===== src/rtl/tap_relay_sequencer.sv =====
// Break-before-make relay sequencer for the TAP-card relay drivers: ground relay
// made first and broken last, with a timed settle wait after every active phase.
module tap_relay_sequencer #(
    parameter int unsigned WIDTH     = 8,
    parameter int unsigned GND_BIT   = 0,
    parameter int unsigned T_OPERATE = 5000,
    parameter int unsigned T_RELEASE = 3000,
    parameter int unsigned CNT_W     = 16
) (
    input  logic             clk,
    input  logic             reset,
    input  logic [WIDTH-1:0] req,
    output logic [WIDTH-1:0] rel_drv,
    output logic             busy,
    output logic             done
);

    localparam logic [WIDTH-1:0] GND_MASK   = WIDTH'(1) << GND_BIT;
    localparam logic [CNT_W-1:0] T_OP_LOAD  = CNT_W'(T_OPERATE - 1);
    localparam logic [CNT_W-1:0] T_REL_LOAD = CNT_W'(T_RELEASE - 1);

    typedef enum logic [3:0] {
        S_IDLE,
        S_BREAK,
        S_BREAK_W,
        S_GND_ON,
        S_GND_ON_W,
        S_MAKE,
        S_MAKE_W,
        S_GND_OFF,
        S_GND_OFF_W,
        S_DONE
    } state_t;

    state_t           state_q, state_d;
    logic [WIDTH-1:0] s1_q, s1_d;
    logic [WIDTH-1:0] s2_q, s2_d;
    logic [WIDTH-1:0] tgt_q, tgt_d;
    logic [WIDTH-1:0] rel_q, rel_d;
    logic [CNT_W-1:0] timer_q, timer_d;
    logic             busy_q, busy_d;
    logic             done_q, done_d;

    logic [WIDTH-1:0] brk_set, gon_set, mk_set, goff_set;
    logic             req_stable;

    always_comb begin
        brk_set  = rel_q & ~tgt_q & ~GND_MASK;
        gon_set  = tgt_q & ~rel_q & GND_MASK;
        mk_set   = tgt_q & ~rel_q & ~GND_MASK;
        goff_set = rel_q & ~tgt_q & GND_MASK;
        // Next s2 (= s1) against current s2: accepts a request two edges after
        // its first sample while still rejecting any single-cycle glitch.
        req_stable = (s1_q == s2_q);
    end

    always_comb begin
        state_d = state_q;
        s1_d    = req;
        s2_d    = s1_q;
        tgt_d   = tgt_q;
        rel_d   = rel_q;
        timer_d = timer_q;
        busy_d  = busy_q;
        done_d  = 1'b0;
        case (state_q)
            S_IDLE: begin
                if (req_stable && (s2_q != rel_q)) begin
                    tgt_d   = s2_q;
                    busy_d  = 1'b1;
                    state_d = S_BREAK;
                end
            end
            S_BREAK: begin
                if (|brk_set) begin
                    rel_d   = rel_q & ~brk_set;
                    timer_d = T_REL_LOAD;
                    state_d = S_BREAK_W;
                end else begin
                    state_d = S_GND_ON;
                end
            end
            S_BREAK_W: begin
                if (timer_q == '0) state_d = S_GND_ON;
                else               timer_d = timer_q - CNT_W'(1);
            end
            S_GND_ON: begin
                if (|gon_set) begin
                    rel_d   = rel_q | gon_set;
                    timer_d = T_OP_LOAD;
                    state_d = S_GND_ON_W;
                end else begin
                    state_d = S_MAKE;
                end
            end
            S_GND_ON_W: begin
                if (timer_q == '0) state_d = S_MAKE;
                else               timer_d = timer_q - CNT_W'(1);
            end
            S_MAKE: begin
                if (|mk_set) begin
                    rel_d   = rel_q | mk_set;
                    timer_d = T_OP_LOAD;
                    state_d = S_MAKE_W;
                end else begin
                    state_d = S_GND_OFF;
                end
            end
            S_MAKE_W: begin
                if (timer_q == '0) state_d = S_GND_OFF;
                else               timer_d = timer_q - CNT_W'(1);
            end
            S_GND_OFF: begin
                if (|goff_set) begin
                    rel_d   = rel_q & ~goff_set;
                    timer_d = T_REL_LOAD;
                    state_d = S_GND_OFF_W;
                end else begin
                    state_d = S_DONE;
                end
            end
            S_GND_OFF_W: begin
                if (timer_q == '0) state_d = S_DONE;
                else               timer_d = timer_q - CNT_W'(1);
            end
            S_DONE: begin
                busy_d  = 1'b0;
                done_d  = 1'b1;
                state_d = S_IDLE;
            end
            default: state_d = S_IDLE;
        endcase
    end

    always_ff @(posedge clk or negedge reset) begin
        if (!reset) begin
            state_q <= S_IDLE;
            s1_q    <= '0;
            s2_q    <= '0;
            tgt_q   <= '0;
            rel_q   <= '0;
            timer_q <= '0;
            busy_q  <= 1'b0;
            done_q  <= 1'b0;
        end else begin
            state_q <= state_d;
            s1_q    <= s1_d;
            s2_q    <= s2_d;
            tgt_q   <= tgt_d;
            rel_q   <= rel_d;
            timer_q <= timer_d;
            busy_q  <= busy_d;
            done_q  <= done_d;
        end
    end

    assign rel_drv = rel_q;
    assign busy    = busy_q;
    assign done    = done_q;

endmodule


===== config.mk =====
export PLATFORM = sky130hd
export DESIGN_NAME = tap_relay_sequencer
export DESIGN_NICKNAME = d
export VERILOG_FILES = /design/src/rtl/tap_relay_sequencer.sv
export SDC_FILE = /design/constraint.sdc
export NUM_CORES = 1
export LEC_CHECK = 0
export ABC_AREA = 1
export BUFFER_PORTS_ARGS = -buffer_cell sky130_fd_sc_hd__buf_2
export CAP_MARGIN = 15
export CORE_UTILIZATION = 50
export DETAILED_ROUTE_END_ITERATION = 7
export HOLD_SLACK_MARGIN = 0.12
export PLACE_DENSITY_LB_ADDON = 0.08
export SKIP_LAST_GASP = 1
export SYNTH_ARGS = -nofsm -noshare
export SYNTH_HDL_FRONTEND = slang
export SYNTH_SLANG_ARGS = --single-unit

===== constraint.sdc =====
create_clock -name clk -period 1.9 [get_ports clk]
set_input_delay 0.095 -clock clk [delete_from_list [all_inputs] [get_ports clk]]
set_output_delay 0.095 -clock clk [all_outputs]
set_load 0.02 [all_outputs]

# Word-level counts from Yosys, hierarchy flattened
# Cells that the tools add are included.
# W data, S select, Z words.
# totals
input_bits	10
reg_bits	54
# op_classes
muxes	24
eq_ne	21
n_addsub	1
n_bitwise	10
n_reduce_logical	14
# op_table
operator	n
$mux W16	5
$pmux W16 S5	1
$pmux W4 S9	1
$and A8 B8 Y8	4
$mux W8	4
$pmux W8 S4	1
$not A8 Y8	3
$mux W4	5
$ne A2 B2 Y1 const B	10
$eq A4 B3 Y1 const B	4
$logic_not A16 Y1	1
$sub A16 B1 Y16 const B	1
$reduce_or A7 Y1	2
$reduce_and A5 Y1	2
$eq A4 B2 Y1 const B	2
$eq A4 B4 Y1 const B	2
$eq A8 B8 Y1	1
$ne A8 B8 Y1	1
$not A1 Y8	1
$or A8 B1 Y8	1
$or A8 B8 Y8	1
$mux W1	6
$reduce_and A6 Y1	1
$reduce_bool A5 Y1	1
8 further kinds	9

# Depth between registers and ports, before layout
# logic_depth
word_depth	6
mapped_depth	13

# Worst setup path before layout
# OpenSTA, ideal clock, no wires.
# synth_timing
path_type	reg2reg
start	register rel_q[0] (netlist: rel_drv[0])
end	register timer_q[11]
setup_time_ns	0.117
path_stages_with_launch	12
n_path_buf	1
arrival_ns	1.466
period_less_slack_ns	1.582
path_slack_ns	0.318
cell_sequence	dfrtp_1 inv_1 or2_2 nand2_1 nand2_1 inv_2 nand2_1 nor2_2 nand2_4 buf_8 nand2_1 nand2_1
# synth_via
elab_chain_len	4
elab_cells_between_ends	6
# synth_lines
element	line_no	rtl
start, declared	39	logic [WIDTH-1:0] rel_q, rel_d;
start signal, assigned	150	rel_q <= rel_d;
$not A8 Y8	--	
$and A8 B8 Y8	--	
$ne A2 B2 Y1 (no source line)	--	
$reduce_and A6 Y1 (no source line) (*)	--	
end signal, assigned	151	timer_q <= timer_d;
end, declared	40	logic [CNT_W-1:0] timer_q, timer_d;
# Mark *: on every way between the ends. The rest lies on a longest branch, timed or not.
# A chain may end at the register's enable or synchronous reset.

# Final worst setup path
# layout_timing
start	register state_q[3]
end	register timer_q[3]
# layout_via
elab_chain_len	4
elab_cells_between_ends	17
# layout_lines
element	line_no	rtl
start, declared	35	state_t state_q, state_d;
start signal, assigned	146	state_q <= state_d;
$eq A4 B4 Y1, or another cell as far along	66	case (state_q)
$reduce_or A4 Y1 (no source line)	--	
$reduce_bool A5 Y1 (no source line) or $ne A2 B2 Y1 (tied branches)	--	
$reduce_and A6 Y1 (no source line)	--	
# Parallel ways exist; a longest one is shown, timed or not.

==> impl_metrics.yaml <==
power:
  leakagePower_nw: 1.978
  p_per_area_nw_per_um2: 1489
  ir_drop_mv: 0.8406
global_route:
  grt_max_degree: 33
  grtUsageTotal_pct: 22.51
  grt_pass1_vias: 2535
  grt_overflow: 0
  antenna_found_initial: 0
  grt_pass1_wl_mm: 11.52
synthesis:
  synth_cell_types: 26
  synth_edf_count: 0
  synth.largest_area_cell: "dfrtp_1"
  syn-cell-area_um2: 3167
  synthTopCellsByArea: "dfrtp_1 43%, nand2_1 25%, nor2_1 6.4%, inv_1 5.6%, nand3_1 4.4%"
  synth_top_area_share_pct: 42.67
  synth_seq_cells: 54
  synth_ff_type: "dfrtp_1"
  ys_seq_area_share_pct: 42.67
  synthTopCellsByCount: "211 x nand2_1, 54 x dfrtp_1, 54 x nor2_1"
  avgSynthCellArea_um2: 6.738
  synth_most_common_cell: "nand2_1"
  ys_async_sr_fraction_pct: 100.0
  synthCells: 470
  yosys_warnings: 0
  synthesis.nets: 481
placed_design:
  dp.cells: 568
  place_hpwl_mm: 4.918
  numPortBuffers: 19
  pre_cts_ws_ns: 0.1991
  place_congestion: 0.8881
  place_area_um2: 3390
cts:
  cts_buffer_depth: 2
  post_cts_buffers: 0
  root_buffer: "clkbuf_8"
  cts_tree: "built"
  cts.sinks: 54
  cts_max_level: 2
  worstSkewPairLatency_ns: 0.31
  path_clk_slew_ns: 0.10
  cts_made_buffers: 5
setup_path:
  r2r_end: "timer_q[3]"
  start_kind: "register"
  worstSetupPathType: "register to register"
  required_ns: 2.16
  ff2ff_setup_slack_ns: 0.15
  crit_arrival_ns: 2.01
  r2r-start: "state_q[3]"
  reg2reg_depth: 11
  critPathCaptureType: "register"
  crit_path_max_fanout: 16
timing:
  min_period_over_period_pct: 92.00
  finalHoldViolations: 0
  finalMaxSlewViolations: 0
  setup_viol: 0
  fmax_mhz: 572.1
  tns_ns: 0
  worst_pin_slew_ns: 0.7307
  fin_ws_ns: 0.1520
  grt_setup_unrepaired: "false"
  fin_skew_ns: 0.003382
  relSlewSlack_pct: 51.29
  period_minus_slack_ns: 1.748
die:
  die_w_um: 81.59
  die_h_um: 81.59
  start_util_pct: 52.55
  rows: 28
  io_pins: 20
  core_um2: 6026
  dieArea_um2: 6656
hold_path:
  hp-class: "input port to async pin"
layout:
  drive_above_1_share_pct: 12.94
  stdcell_count: 585
  layout.nets: 520
  finalInstanceArea_um2: 3600
  diodes: 0
  fill_cells: 567
  area_growth_pct: 13.67
route:
  avgViaCountPerCell: 4.756
  routed_wl_mm: 6.588
  drc: 0
  post_drt_wl_per_cell_um: 11.26
  firstDrtPassIters: 4
  dr.first_iter.drc_count: 170
  via_count: 2782
  antenna_left: 0
run:
  timing.max_cap.violations: 0
status:
  status: "finished clean"
-- state kept, by name, indices dropped and copies added (netlist names) --
name,flops
s1_q,8
s2_q,8
busy,1
done,1
tgt_q,8
rel_drv,8
state_q,4
timer_q,16
-- area by class of cell --
type / instances / area, µm² / share of cell area (%)
flip-flops and latches: 54 / 1351 / 37.54
clock inverters: 3 / 48.80 / 1.356
multi-input cells: 357 / 1569 / 43.59
clock buffers: 5 / 68.82 / 1.912
well taps: 75 / 93.84 / 2.607
repair buffers: 37 / 265.3 / 7.369
inverters: 54 / 202.7 / 5.631
-- kinds of logic (layout without fill, tap and decap cells) --
| logic type | count (synthesis) | after routing | share of synthesized area, % |
|---|---|---|---|
| and+or+nand+nor | 327 | 327 | 43.54 |
| xor gates and xnor gates | 8 | 8 | 2.213 |
| buffers and inverters | 59 | 99 | 7.862 |
| DFF | 54 | 54 | 42.67 |
| adders and majority gates | 1 | 1 | 0.3950 |
| AOI/OAI and AO/OA | 21 | 21 | 3.319 |
-- how the worst max path moves through the flow --
stage | start | endpoint
2_1_floorplan | rel_drv[0] | timer_q[11]
3_3_place_gp | state_q[3] | timer_q[2]
3_5_place_dp | state_q[3] | timer_q[15]
4_1_cts | state_q[3] | timer_q[5]
5_1_grt | state_q[3] | timer_q[10]
6_report | state_q[3] | timer_q[3]
-- metrics by stage --
stage	hold slack (ns)	power, mW	utilization [%]
4_1_cts	0.3931	5.357	59.70
5_1_grt	0.3994	5.835	59.74
3_5_place_dp	0.2011	4.528	56.25
6_report	0.3690	5.358	59.74
3_3_place_gp	0.1902	4.498	56.25
2_1_floorplan	-0.2006	3.885	-
-- what timing repair did --
item                                   CTS  global route
endpoints found under the hold margin   38             0
hold buffers                             9             0
setup endpoints to repair                0             3
resized for setup                        0             1
-- worst max-delay path, cell delays in order, from the launching register on --
cell	delay (ns)
dfrtp_1	0.56
inv_2	0.11
nand2_2	0.12
nand2_1	0.06
nand2_1	0.07
nand2_2	0.14
nand3_1	0.15
nand2_2	0.08
nor2_4	0.13
buf_12	0.15
nand2_1	0.06
nand2_1	0.06
-- cells in the final DEF (no fill, tap or decap), drive strengths merged, types with 5 or more instances in the layout --
master and n:
nor2 64, buf 28, nand3 30, nand4 9
clkbuf 5, dlygate4sd3 9, xnor2 6, o21ai 20
dfrtp 54, inv 54, nand2 219
-- report_power, final --
group	internal, mW	switching (mW)
registers	1.42	0.309
clock network	0.402	0.409
logic	0.997	1.82
total	2.82	2.54
-- layer usage --
| layer | GRT usage, % | wire length [µm] | vias up |
|---|---|---|---|
| met4 | 5.263 | 41 | 0 |
| met5 | 0 | 0 | - |
| met2 | 35.00 | 2813 | 58 |
| met1 | 32.93 | 3466 | 1206 |
| li1 | - | - | 1514 |
| met3 | 3.333 | 267 | 4 |
Note: power is estimated with default switching activity, not from simulation.
